==> config.mk <==
export PLATFORM = sky130hd
export DESIGN_NAME = dmem_port_arbiter_flat
export DESIGN_NICKNAME = d
export VERILOG_FILES = /design/src/rtl/dmem_port_arbiter_if.sv /design/src/rtl/dmem_port_arbiter.sv /design/src/flat_wrapper.sv
export SDC_FILE = /design/constraint.sdc
export NUM_CORES = 1
export LEC_CHECK = 0
export ABC_AREA = 0
export CORE_MARGIN = 4
export CORE_UTILIZATION = 37
export CTS_CLUSTER_DIAMETER = 30
export DETAILED_ROUTE_END_ITERATION = 10
export PLACE_DENSITY = 0.84
export SLEW_MARGIN = 30
export SYNTH_ARGS = -nofsm -noshare
export SYNTH_HDL_FRONTEND = slang
export SYNTH_SLANG_ARGS = --single-unit
==> constraint.sdc <==
create_clock -name clk -period 3.1 [get_ports clk]
set_clock_uncertainty 0.2 [all_clocks]
set_input_delay 0.62 -clock clk [delete_from_list [all_inputs] [get_ports clk]]
set_output_delay 0.62 -clock clk [all_outputs]
set_load 0.03 [all_outputs]
==> src/rtl/dmem_port_arbiter_if.sv <==
// Requester-side bus of the data-memory port arbiter.
//   req/req_we/req_addr/req_wdata : packed per-requester request fields
//   gnt                           : one-hot combinational grant
//   rsp_valid/rsp_rdata           : registered read response, data shared by all requesters
// Modports: master = requester side, slave = arbiter side.
interface dmem_port_arbiter_if #(
  parameter int unsigned NUM_REQ = 2,
  parameter int unsigned ADDR_W  = 4,
  parameter int unsigned DATA_W  = 8
);
  logic [NUM_REQ-1:0]        req;
  logic [NUM_REQ-1:0]        req_we;
  logic [NUM_REQ*ADDR_W-1:0] req_addr;
  logic [NUM_REQ*DATA_W-1:0] req_wdata;
  logic [NUM_REQ-1:0]        gnt;
  logic [NUM_REQ-1:0]        rsp_valid;
  logic [DATA_W-1:0]         rsp_rdata;

  modport master (
    output req, req_we, req_addr, req_wdata,
    input  gnt, rsp_valid, rsp_rdata
  );

  modport slave (
    input  req, req_we, req_addr, req_wdata,
    output gnt, rsp_valid, rsp_rdata
  );
endinterface

==> src/rtl/dmem_port_arbiter.sv <==
// Round-robin arbiter sharing the write port and read port 1 of the data memory between
// NUM_REQ requesters, plus a scrub sequencer that zeroes every address, one per cycle.
// Ports:
//   clk, reset    : clock, synchronous active-high reset
//   bus           : requester handshake (dmem_port_arbiter_if.slave)
//   scrub_start   : pulse, starts a full-memory zeroing pass
//   scrub_busy    : high for every scrub cycle
//   mem_we/mem_waddr/mem_wdata : memory write port
//   mem_raddr/mem_rdata        : memory read port 1 (combinational read)
//   grant_count   : per-requester saturating 8-bit grant counters (only with DMEM_ARB_STATS_EN)
// Optional feature macro: DMEM_ARB_STATS_EN.
module dmem_port_arbiter #(
  parameter int unsigned NUM_REQ = 2,
  parameter int unsigned ADDR_W  = 4,
  parameter int unsigned DATA_W  = 8
) (
  input  logic                clk,
  input  logic                reset,
  dmem_port_arbiter_if.slave  bus,
  input  logic                scrub_start,
  output logic                scrub_busy,
  output logic                mem_we,
  output logic [ADDR_W-1:0]   mem_waddr,
  output logic [DATA_W-1:0]   mem_wdata,
  output logic [ADDR_W-1:0]   mem_raddr,
  input  logic [DATA_W-1:0]   mem_rdata
`ifdef DMEM_ARB_STATS_EN
  ,
  output logic [NUM_REQ*8-1:0] grant_count
`endif
);

  localparam int unsigned PtrW = (NUM_REQ > 1) ? $clog2(NUM_REQ) : 1;

  typedef enum logic [0:0] {StIdle, StScrub} state_e;

  state_e              state_q;
  logic [PtrW-1:0]     rr_q;
  logic [PtrW-1:0]     gnt_idx;
  logic [PtrW-1:0]     rr_nxt;
  logic                gnt_any;
  logic [NUM_REQ-1:0]  gnt_c;
  logic [NUM_REQ-1:0]  rsp_valid_q;
  logic [DATA_W-1:0]   rsp_rdata_q;
  logic [ADDR_W-1:0]   scrub_addr_q;
  logic [ADDR_W-1:0]   sel_addr;
  logic [DATA_W-1:0]   sel_wdata;
  logic                sel_we;

  // Reset gates the grant and the memory strobes so a reset mid-scrub writes nothing more.
  always_comb begin : arb
    int unsigned idx;
    idx     = 0;
    gnt_any = 1'b0;
    gnt_idx = '0;
    if (!reset && state_q == StIdle) begin
      for (int unsigned k = 0; k < NUM_REQ; k++) begin
        idx = (32'(rr_q) + k) % NUM_REQ;
        if (!gnt_any && bus.req[idx]) begin
          gnt_any = 1'b1;
          gnt_idx = idx[PtrW-1:0];
        end
      end
    end
  end

  always_comb begin
    gnt_c = '0;
    if (gnt_any) begin
      gnt_c[gnt_idx] = 1'b1;
    end
  end

  always_comb begin
    sel_addr  = bus.req_addr[gnt_idx*ADDR_W +: ADDR_W];
    sel_wdata = bus.req_wdata[gnt_idx*DATA_W +: DATA_W];
    sel_we    = bus.req_we[gnt_idx];
  end

  always_comb begin
    if (32'(gnt_idx) == NUM_REQ - 1) begin
      rr_nxt = '0;
    end else begin
      rr_nxt = gnt_idx + 1'b1;
    end
  end

  always_comb begin
    mem_we    = 1'b0;
    mem_waddr = '0;
    mem_wdata = '0;
    mem_raddr = '0;
    if (!reset && state_q == StScrub) begin
      mem_we    = 1'b1;
      mem_waddr = scrub_addr_q;
    end else if (gnt_any) begin
      if (sel_we) begin
        mem_we    = 1'b1;
        mem_waddr = sel_addr;
        mem_wdata = sel_wdata;
      end else begin
        mem_raddr = sel_addr;
      end
    end
  end

  always_ff @(posedge clk) begin
    if (reset) begin
      state_q      <= StIdle;
      rr_q         <= '0;
      rsp_valid_q  <= '0;
      rsp_rdata_q  <= '0;
      scrub_addr_q <= '0;
    end else begin
      rsp_valid_q <= '0;
      if (gnt_any) begin
        rr_q <= rr_nxt;
        if (!sel_we) begin
          rsp_valid_q <= gnt_c;
          rsp_rdata_q <= mem_rdata;
        end
      end
      unique case (state_q)
        StIdle: begin
          if (scrub_start) begin
            state_q <= StScrub;
          end
        end
        StScrub: begin
          // Address wraps to 0 on the last write, leaving it ready for the next pass.
          scrub_addr_q <= scrub_addr_q + 1'b1;
          if (scrub_addr_q == '1) begin
            state_q <= StIdle;
          end
        end
        default: state_q <= StIdle;
      endcase
    end
  end

  assign scrub_busy    = (state_q == StScrub);
  assign bus.gnt       = gnt_c;
  assign bus.rsp_valid = rsp_valid_q;
  assign bus.rsp_rdata = rsp_rdata_q;

`ifdef DMEM_ARB_STATS_EN
  logic [NUM_REQ-1:0][7:0] cnt_q;

  always_ff @(posedge clk) begin
    if (reset) begin
      cnt_q <= '0;
    end else begin
      for (int unsigned k = 0; k < NUM_REQ; k++) begin
        if (gnt_c[k] && cnt_q[k] != 8'hFF) begin
          cnt_q[k] <= cnt_q[k] + 8'd1;
        end
      end
    end
  end

  assign grant_count = cnt_q;
`endif

endmodule

==> src/flat_wrapper.sv <==
// flat-port wrapper written by rule: the top's interface ports become plain ports
module dmem_port_arbiter_flat 
#(
  parameter int unsigned NUM_REQ = 2,
  parameter int unsigned ADDR_W  = 4,
  parameter int unsigned DATA_W  = 8
)
  (clk, reset, scrub_start, scrub_busy, mem_we, mem_waddr, mem_wdata, mem_raddr, mem_rdata, bus_req, bus_req_we, bus_req_addr, bus_req_wdata, bus_gnt, bus_rsp_valid, bus_rsp_rdata);
  dmem_port_arbiter_if #(.NUM_REQ(NUM_REQ), .ADDR_W(ADDR_W), .DATA_W(DATA_W)) bus_i ();
  input  logic clk;
  input  logic reset;
  input  logic scrub_start;
  output logic scrub_busy;
  output logic mem_we;
  output logic [ADDR_W-1:0] mem_waddr;
  output logic [DATA_W-1:0] mem_wdata;
  output logic [ADDR_W-1:0] mem_raddr;
  input  logic [DATA_W-1:0] mem_rdata;
  input wire logic [$bits(bus_i.req)-1:0] bus_req;
  input wire logic [$bits(bus_i.req_we)-1:0] bus_req_we;
  input wire logic [$bits(bus_i.req_addr)-1:0] bus_req_addr;
  input wire logic [$bits(bus_i.req_wdata)-1:0] bus_req_wdata;
  output wire logic [$bits(bus_i.gnt)-1:0] bus_gnt;
  output wire logic [$bits(bus_i.rsp_valid)-1:0] bus_rsp_valid;
  output wire logic [$bits(bus_i.rsp_rdata)-1:0] bus_rsp_rdata;
  assign bus_i.req = bus_req;
  assign bus_i.req_we = bus_req_we;
  assign bus_i.req_addr = bus_req_addr;
  assign bus_i.req_wdata = bus_req_wdata;
  assign bus_gnt = bus_i.gnt;
  assign bus_rsp_valid = bus_i.rsp_valid;
  assign bus_rsp_rdata = bus_i.rsp_rdata;
  dmem_port_arbiter #(.NUM_REQ(NUM_REQ), .ADDR_W(ADDR_W), .DATA_W(DATA_W)) u_core (.clk(clk), .reset(reset), .bus(bus_i), .scrub_start(scrub_start), .scrub_busy(scrub_busy), .mem_we(mem_we), .mem_waddr(mem_waddr), .mem_wdata(mem_wdata), .mem_raddr(mem_raddr), .mem_rdata(mem_rdata));
endmodule
==> key figures <==
Timing
  • Hold Slack: about 270 ps
  • PnR worst setup slack: 101.7 ps
  • Final Hold Vio Count: 0
  • RSZ-0062 raised after global routing: true
  • Final-report max-slew violation count: 0
  • # setup viols final: 0
  • Tmin final: 2998 ps
  • Slew margin rel.: 0.6831
  • Tightest Pin Transition: 474.7 ps
  • Fin crit share: 0.9672
  • Fmax: approximately 0.33 GHz

Clock tree
  • Reg clk slew, reported paths: 90 ps
  • Clk_lat worst skew: 290 ps
  • H-tree depth: 1
  • Clock Sinks: 16
  • Clk root buf: clkbuf_4
  • Longest Clk Path Bufs: 2
  • CTS buffer count: 3
  • CTS tree: done

Layout
  • Area Growth Syn to Fin: 73.04%
  • # nets final: 249
  • Layout cell share with drive strength beyond 1: 0.2163
  • Final Core Density: 0.6849
  • Ant. Diodes: 0

Synth
  • Top-count cell post-synth: a21oi_1
  • Syn avg cell area: 7.630 um2
  • Top post-synthesis cells by area: dfxtp_1 32%, a21oi_1 10%, nand3_1 8.0%, nand2_1 5.6%, o21ai_1 4.5%
  • Mapped cell area: 1007 um2
  • Synthesized instance count: 132
  • Ys Warns: 0
  • Post-synthesis sequential area ratio: 0.3180
  • Post-synth cell types: 34
  • Cell accounting for the most synthesized area: dfxtp_1
  • EDFF count, synth: 0
  • Register bit total from synthesis: 16
  • Syn nets: ~170
  • Most instantiated cells after synthesis: 21 x a21oi_1, 16 x dfxtp_1, 16 x nand3_1
  • Top FF cell, synth: dfxtp_1
  • Top-area cell type share of the netlist area: 0.3180
  • Asr flop ratio synth: 0

Floorplanning
  • Core Area: 2545 um2
  • Total Die Area: 3621 um2
  • Die X: between 60 and 70 um
  • Initial Util: 0.3958
  • Row cnt: 18
  • Height of the die: 60.18 um
  • I/O Pins: 69

Run
  • Max Cap Viol: 0

Drt
  • DR WL/cell: 15.01 um
  • First-pass DRT Iterations: 6
  • Post-route ant nets: 0
  • DRC Markers: 0
  • Vias: 1,291
  • Starting DRT DRC Count: 46
  • Vias per cell: 5.424
  • Final wirelength: around 3600 um

Global routing
  • Initial antenna violation count: 0
  • First-pass GRT wire length: 5582 um
  • Number of global-route vias before repair: 1,324
  • GRT Total Usage: 0.2016
  • Largest net degree at the start of global routing: 14
  • Gr ovfl total: 0

Pwr
  • Pwr Density: 325.2 nW/um2
  • Power Total: ~0.57 mW
  • Maximum vdd drop: around 0.27 mV
  • LEAKAGE: 0.7316 nW

Worst setup path
  • Startpoint types: primary input
  • WS Path Type: in -> out
  • CP Capture Type: primary output
  • WP data required: ~2300 ps
  • Critical Path AT: ~2200 ps
  • Critical Path Fanout Max: 9

Status
  • Status: completed

Worst hold path
  • HP Class: reg -> reg

Place
  • Dpl hpwl: 2959 um
  • GPL Wtd Cong: 0.8518
  • Post-place setup slack: 0.3813 ps
  • Number of port buffers: 68
-- flip-flops by register name, indices dropped and copies added (netlist names) --
signal                flops
u_core.bus.rsp_rdata      8
u_core.rr_q               1
u_core.bus.rsp_valid      2
u_core.scrub_busy         1
u_core.scrub_addr_q       4
-- final timing paths --
path	from	endpoint	slack, ps	cells past startpoint
worst max-delay path	reset	mem_wdata[7]	100	7
worst min-delay path	u_core.bus.rsp_rdata[5]	u_core.bus.rsp_rdata[5]	270	2
worst max register to register	u_core.scrub_busy	u_core.bus.rsp_rdata[0]	1370	7
worst min register to register	u_core.bus.rsp_rdata[5]	u_core.bus.rsp_rdata[5]	270	2
-- repair_timing --
item / in CTS / in global routing
setup buffers: 0 / 0
setup endpoints to repair: 1 / 2
hold buffers: 0 / 0
resized for setup: 1 / 1
-- per-stage QoR --
| step | TNS, ps | cell area, um2 | instances |
|---|---|---|---|
| after floorplan | 0 | 1007 | 132 |
| after global placement | 0 | 1705 | 234 |
| after detailed placement | 0 | 1705 | 234 |
| after CTS | 0 | 1740 | 238 |
| after global routing | -0.4718 | 1743 | 238 |
| final | 0 | 1743 | 238 |
-- report_power, final --
part	internal (mW)	switching (mW)	leakage, nW
clock network	0.0715	0.0692	0.0210
registers	0.215	0.00995	0.131
logic	0.0987	0.102	0.580
-- placed cells by master (no fill, tap or decap), types with 4 or more instances in the layout --
cell and count:
clkdlybuf4s50_1 47, buf_4 31, a21oi_1 21, nand3_1 16
dfxtp_1 16, nand2_1 15, nor2_1 11, o21ai_1 9
o31ai_1 4, o21ai_0 4
-- cell families (layout without fill, tap and decap cells) --
| family | Yosys count | after routing | synth area share |
|---|---|---|---|
| compound gates | 41 | 41 | 0.2286 |
| simple gates | 57 | 57 | 0.3180 |
| flops | 16 | 16 | 0.3180 |
| buf+inv | 12 | 88 | 0.07700 |
| mux | 2 | 2 | 0.01988 |
| fa+ha+maj | 1 | 1 | 0.01242 |
| xor+xnor | 3 | 3 | 0.02609 |
-- routing by layer --
| layer | wire (um) | up-vias | track usage |
|---|---|---|---|
| li1 | - | 625 | - |
| met1 | 1403 | 571 | 0.2227 |
| met2 | 1621 | 79 | 0.3549 |
| met3 | 418 | 16 | 0.04968 |
| met4 | 130 | 0 | 0.09810 |
| met5 | 0 | - | 0 |
-- final cells by class --
class	count	area (um2)
Clock buffer	4	36.28
Sequential cell	16	320.3
Tap cell	30	37.54
Fill cell	196	802.0
Multi-Input combinational cell	104	609.3
Timing Repair Buffer	80	724.4
Inverter	4	15.01
-- worst max-delay path, stage by stage --
cell and delay [ps]:
clkdlybuf4s50_1 470, nor2_2 150, nand3_2 200, clkinv_1 230, nand3_1 110, a21oi_1 210, buf_4 190
Power figures use the tool's default switching activity.
